===== src/rtl/edge_step_counter.sv =====
// Modulo-CNT_MAX up/down counter stepped by synchronised edges of an async input.
// Load beats step beats hold; ovf/unf are registered one-cycle wrap pulses for cascading.
module edge_step_counter #(
    parameter int WIDTH       = 4,
    parameter int CNT_MAX     = 8,
    parameter int SYNC_STAGES = 2,
    parameter int EDGE_MODE   = 0
) (
    input  logic             clk_i,
    input  logic             rst_i,
    input  logic             en_i,
    input  logic             in_i,
    input  logic             dir_i,
    input  logic             load_i,
    input  logic [WIDTH-1:0] load_val_i,
    output logic [WIDTH-1:0] cnt_o,
    output logic             ovf_o,
    output logic             unf_o,
    output logic             tc_o
);

    localparam logic [WIDTH-1:0] MAX_V = WIDTH'(CNT_MAX - 1);

    generate
        if (CNT_MAX < 2 || CNT_MAX > (1 << WIDTH)) begin : g_bad_cnt_max
            $error("edge_step_counter: CNT_MAX out of range 2..2**WIDTH");
        end
        if (SYNC_STAGES < 0 || SYNC_STAGES > 3) begin : g_bad_sync
            $error("edge_step_counter: SYNC_STAGES out of range 0..3");
        end
        if (EDGE_MODE < 0 || EDGE_MODE > 2) begin : g_bad_edge
            $error("edge_step_counter: EDGE_MODE out of range 0..2");
        end
    endgenerate

    logic in_s;

    generate
        if (SYNC_STAGES == 0) begin : g_nosync
            assign in_s = in_i;
        end else begin : g_sync
            logic [SYNC_STAGES-1:0] sync_q;
            always_ff @(posedge clk_i or posedge rst_i) begin
                if (rst_i) sync_q <= '0;
                else       sync_q <= SYNC_STAGES'({sync_q, in_i});
            end
            assign in_s = sync_q[SYNC_STAGES-1];
        end
    endgenerate

    // in_prev tracks in_s even while disabled so enabling never sees a stale edge.
    logic in_prev_q;
    logic rise, fall, edge_det, step;

    always_ff @(posedge clk_i or posedge rst_i) begin
        if (rst_i) in_prev_q <= 1'b0;
        else       in_prev_q <= in_s;
    end

    assign rise = in_s & ~in_prev_q;
    assign fall = ~in_s & in_prev_q;

    always_comb begin
        edge_det = rise | fall;
        case (EDGE_MODE)
            0:       edge_det = rise;
            1:       edge_det = fall;
            default: edge_det = rise | fall;
        endcase
    end

    assign step = en_i & edge_det;

    logic [WIDTH-1:0] cnt_q, cnt_d;
    logic             ovf_q, ovf_d, unf_q, unf_d;

    always_comb begin
        cnt_d = cnt_q;
        ovf_d = 1'b0;
        unf_d = 1'b0;
        if (load_i) begin
            // Out-of-range loads clamp to the top value instead of wrapping.
            cnt_d = (load_val_i > MAX_V) ? MAX_V : load_val_i;
        end else if (step) begin
            if (!dir_i) begin
                if (cnt_q == MAX_V) begin
                    cnt_d = '0;
                    ovf_d = 1'b1;
                end else begin
                    cnt_d = cnt_q + WIDTH'(1);
                end
            end else begin
                if (cnt_q == '0) begin
                    cnt_d = MAX_V;
                    unf_d = 1'b1;
                end else begin
                    cnt_d = cnt_q - WIDTH'(1);
                end
            end
        end
    end

    always_ff @(posedge clk_i or posedge rst_i) begin
        if (rst_i) begin
            cnt_q <= '0;
            ovf_q <= 1'b0;
            unf_q <= 1'b0;
        end else begin
            cnt_q <= cnt_d;
            ovf_q <= ovf_d;
            unf_q <= unf_d;
        end
    end

    assign cnt_o = cnt_q;
    assign ovf_o = ovf_q;
    assign unf_o = unf_q;
    assign tc_o  = dir_i ? (cnt_q == '0) : (cnt_q == MAX_V);

endmodule


===== config.mk =====
export PLATFORM = sky130hd
export DESIGN_NAME = edge_step_counter
export DESIGN_NICKNAME = d
export VERILOG_FILES = /design/src/rtl/edge_step_counter.sv
export SDC_FILE = /design/constraint.sdc
export NUM_CORES = 1
export LEC_CHECK = 0
export BUFFER_PORTS_ARGS = -buffer_cell sky130_fd_sc_hd__buf_2
export CAP_MARGIN = 10
export CORE_MARGIN = 1.5
export CORE_UTILIZATION = 40
export CTS_CLUSTER_DIAMETER = 50
export CTS_CLUSTER_SIZE = 30
export DETAILED_ROUTE_END_ITERATION = 10
export PLACE_DENSITY = 0.68
export SYNTH_ARGS = -nofsm -noshare
export SYNTH_HDL_FRONTEND = slang
export SYNTH_SLANG_ARGS = --single-unit

===== constraint.sdc =====
create_clock -name clk_i -period 1.65 [get_ports clk_i]
set_input_delay 0.0825 -clock clk_i [delete_from_list [all_inputs] [get_ports clk_i]]
set_output_delay 0.0825 -clock clk_i [all_outputs]
set_load 0.02 [all_outputs]

Yosys cells after proc, flatten, opt, wreduce, memory -nomap -nowiden
Cells that the tools add are included.
- flip-flop bits (word level): 9
- output and inout port bits: 7
- add/subtract/negate cells: 2
- $lt $le $gt $ge: 1
- equality and inequality tests: 1
- multiplexer cells: 15
- bitwise gates (word level): 3
- reduce and logical (&&, ||, !) cells: 2
- operators by type and width (cell ; count):
    4-bit 2-to-1 mux ; 6
    1-bit 2-to-1 mux ; 9
    4-bit by 1-bit adder with 4-bit output, second input constant ; 1
    4-bit by 3-bit == test with 1-bit output, second input constant ; 1
    4-bit by 3-bit > comparator with 1-bit output, second input constant ; 1
    4-bit logical NOT ; 1
    4-bit by 1-bit subtractor with 4-bit output, second input constant ; 1
    1-bit bitwise AND ; 2
    2-bit nonzero test ; 1
    1-bit inverter ; 1

Depth between registers and ports, before layout
- word-level depth: 5
- gate-level depth with buffers: 6

Least setup slack after synthesis
No wires, ideal clock.
- path type: reg-to-reg
- start: reg cnt_q[0] (netlist: cnt_o[0])
- end: reg cnt_q[3] (netlist: cnt_o[3])
- arrival time: 1643 ps
- path slack: -75 ps
- cell stages (with the launch flop): 7
- cell sequence: dfrtp_1 > inv_1 > ha_1 > or4_4 > nor3_2 > o21ai_1 > a31oi_1
- cells in the longest elaborated chain, start to end: 5
- elaborated cells between the ends (all ways): 9
- ends and longest elaborated chain (item ; RTL line ; text):
    start: declaration ; 74 ; logic [WIDTH-1:0] cnt_q, cnt_d;
    start signal: assignment ; 109 ; cnt_q <= cnt_d;
    4-bit by 1-bit adder with 4-bit output (tied with other cells) ; 90 ; cnt_d = cnt_q + WIDTH'(1);
    4-bit 2-to-1 mux, on equally long branches ; 86, 93 ;
    4-bit 2-to-1 mux * ; 85 ; if (!dir_i) begin
    4-bit 2-to-1 mux * ; 84 ; end else if (step) begin
    4-bit 2-to-1 mux * ; 81 ; if (load_i) begin
Every way passes the cells marked *; elsewhere a longest branch is shown, timed or not. The select of a mux whose other input is x is not followed.
A chain may end at the register's enable or synchronous reset.

Worst setup path after layout
Same ends and word-level chain as after synthesis.

==> run_results.csv <==
group,metric,value,unit
power,seqPwrFrac,45.3,%
power,p_switching,0.0001633,W
power,p_per_area,835.5,nW/um2
clock_network,clk_latency,0.26,ns
cells_and_area,fin_nets,84,
logic_synthesis,syn_nets,63,
route,post_drt_via_cell_ratio,5.221,
sta,worstMarginPinSlew,0.3441,ns
power,intPower,0.0003866,W
die,die_h,39.76,um
clock_network,clkSlewWorstSetupHoldPaths,0.07,ns
logic_synthesis,synthTopCellsByCount,"9 x dfrtp_1, 4 x nor2_1, 4 x o21ai_1",
logic_synthesis,async_flop_share,100.0,%
route,num_vias,449,
logic_synthesis,synth.most_common_cell,"dfrtp_1",
grt,grt_first_pass_wirelength,1587,um
sta,post-route-min-period,1.536,ns
route,wirelength,1052,um
placed_design,hpwlAfterDp,808.7,um
die,rows,13,
power,swShare,29.70,%
sta,skew,0.006396,ns
cells_and_area,num_antenna_cells,0,
route,ant_nets,0,
die,ios,17,
clock_network,cts_tree,"built",
setup_path,crit_required,1.83,ns
logic_synthesis,seq_area_frac_synth,41.67,%
placed_design,pre_cts_slack,0.09611,ns
grt,grt_start_max_net_pins,12,
clock_network,clock_path_buffers,2,
placed_design,numPortBuffers,16,
power,combPwrFrac,23.3,%
power,p_clk_share,31.3,%
sta,hold_slack,0.06121,ns
min_path,min_path_type,"in -> reg",
cells_and_area,fill_cells,133,
setup_path,slowest_delay,0.49,ns
setup_path,path_cells,"inv_1, ha_1, or4_4, nor3_2, o21ai_1, a31oi_1",
grt,grt_pass1_vias,392,
setup_path,critPathMaxFanout,4,
logic_synthesis,syn_area,540.5,um2
setup_path,worst-setup-path-type,"reg -> reg",
grt,grt_usage,15.70,%
logic_synthesis,syn_avg_cell_area,10.60,um2
die,coreArea,1285,um2
logic_synthesis,synth_top_flop_cell,"dfrtp_1",
sta,fmax,0.6510,GHz
power,ir_worst_vdd,0.4850,mV
route,first_pass_iters,4,
run,drv_cap,0,
route,drtIter0Drc,12,
logic_synthesis,ys_top_cells_by_area,"dfrtp_1 42%, mux2i_1 5.6%, ha_1 4.6%",
route,post-route-drc-count,0,
outcome,outcome,"complete, no violations",
die,dieArea,1581,um2
die,fp.dieW,39.76,um
sta,timing.final.crit_share,93.10,%
setup_path,cpMaxStageDelayCell,"or4_4",
sta,fin_ws,0.1139,ns
logic_synthesis,synth_enable_flop_cells,0,
setup_path,critPathCaptureType,"flop",
logic_synthesis,synth-seq-cells,9,
sta,max_slew_margin,77.04,%
clock_network,cts_setup_buffers,0,
cells_and_area,instances_no_fill,86,
logic_synthesis,synth_top_area_share,41.67,%
setup_path,cpLargestDelayFamily,"simple AND/OR/NAND/NOR gates",
clock_network,clock_tree.root_cell,"clkbuf_4",
sta,finalHoldViolations,0,
grt,grt.overflow.total,0,
logic_synthesis,ys_warn_count,0,
logic_synthesis,synthCells,51,
placed_design,placed_cells,80,
sta,setup_tns,0,ns
placed_design,gp_congestion,0.8611,
clock_network,htree_levels,1,
cells_and_area,syn2layout_area_growth,21.76,%
logic_synthesis,synthDistinctLibCells,25,
setup_path,crit_buf_inv,1,
grt,antenna_found_initial,0,
setup_path,cp-start-kind,"flop",
logic_synthesis,yosys.area.top_type,"dfrtp_1",
route,wire_per_inst,12.23,um
power,leakagePower,0.3175,nW
cells_and_area,drive_gt1_share,38.03,%
sta,finalSetupViolations,0,
clock_network,cts-buffers-inserted,3,
clock_network,cts.sinks,9,
sta,final_max_slew_viol_count,0,
setup_path,arrival,1.72,ns
sta,rsz0062_at_grt,"no",
die,initial_utilization,42.06,%
## power groups by stage
| stage | Clock [W] | Sequential (W) | Combinational [W] |
|---|---|---|---|
| floorplan | 0 | 0.000261 | 0.0000846 |
| global placement | 0 | 0.000251 | 0.000122 |
| detailed placement | 0 | 0.000253 | 0.000125 |
| CTS | 0.000173 | 0.000249 | 0.000129 |
| global route | 0.000186 | 0.000251 | 0.000142 |
| finish | 0.000172 | 0.000249 | 0.000128 |
## layer usage
layer / vias up / track usage (%) / part of all wire, %
li1: 219 / - / -
met1: 211 / 17.18 / 39
met2: 17 / 27.87 / 55
met3: 2 / 5.114 / 5.3
met4: 0 / 5.172 / 0.57
met5: - / 0 / 0
## registers in the layout (all words and copies together) (netlist names)
name,flops
cnt_o,4
g_sync.sync_q,2
in_prev_q,1
ovf_o,1
unf_o,1
## cell usage in the layout (no fill, tap or decap), types with 2 or more instances in the layout
cell / synthesis / layout
xnor2_1: 2 / 2
o21ai_1: 4 / 4
mux2i_1: 3 / 3
buf_4: 0 / 2
clkbuf_4: 0 / 3
o21ai_0: 2 / 2
a21oi_1: 2 / 2
inv_1: 3 / 3
dfrtp_2: 0 / 2
dlygate4sd3_1: 0 / 2
nand3b_1: 3 / 3
nor2_1: 4 / 4
buf_2: 0 / 16
dfrtp_1: 9 / 7
nor4_1: 2 / 2
## worst reg2reg max path: stages (launching register included)
cell     delay [ns]
dfrtp_2        0.37
inv_1          0.06
ha_1           0.24
or4_4          0.49
nor3_2         0.12
o21ai_1        0.07
a31oi_1        0.12
## stage by stage
stage          instance area [um2]  util [%]  power [W]
6_report                     658.1     51.22  0.0005499
5_1_grt                      658.1     51.22  0.0005790
4_1_cts                      655.6     51.02  0.0005506
3_5_place_dp                 609.3     47.42  0.0003776
3_3_place_gp                 609.3     47.42  0.0003738
2_1_floorplan                543.0         -  0.0003459
## layout make-up
cell class / count / area (um2) / share of cell area [%]
multi-input cells: 35 / 259.0 / 39.35
flip-flops and latches: 9 / 227.7 / 34.60
repair buffers: 20 / 115.1 / 17.49
clock buffers: 4 / 26.28 / 3.992
well taps: 15 / 18.77 / 2.852
inverters: 3 / 11.26 / 1.711
## kinds of logic (layout without fill, tap and decap cells)
group | after synthesis | in the layout | share of synthesized area (%)
buf+inv | 7 | 27 | 10.88
compound gates | 12 | 12 | 13.20
fa+ha+maj | 2 | 2 | 4.629
simple gates | 16 | 16 | 20.83
flops | 9 | 9 | 41.67
xor+xnor | 2 | 2 | 3.241
mux | 3 | 3 | 5.556
## path summary, 6_finish.rpt
kind                             startpoint                to  slack, ns  depth (start not counted)
hold reg to reg            g_sync.sync_q[0]  g_sync.sync_q[1]       0.40                          0
setup / recovery                   cnt_o[0]          cnt_o[3]       0.11                          6
min in group asynchronous             rst_i  g_sync.sync_q[0]       0.32                          3
setup reg to reg                   cnt_o[0]          cnt_o[3]       0.11                          6
hold / removal                load_val_i[0]          cnt_o[0]       0.06                          3
max in group asynchronous             rst_i          cnt_o[1]       1.05                          3
## timing repair
action / CTS / global route
setup endpoints to repair: 0 / 1
hold buffers: 2 / 0
resized for setup: 0 / 1
hold endpoints to repair: 10 / 0
Power figures use the tool's default switching activity.
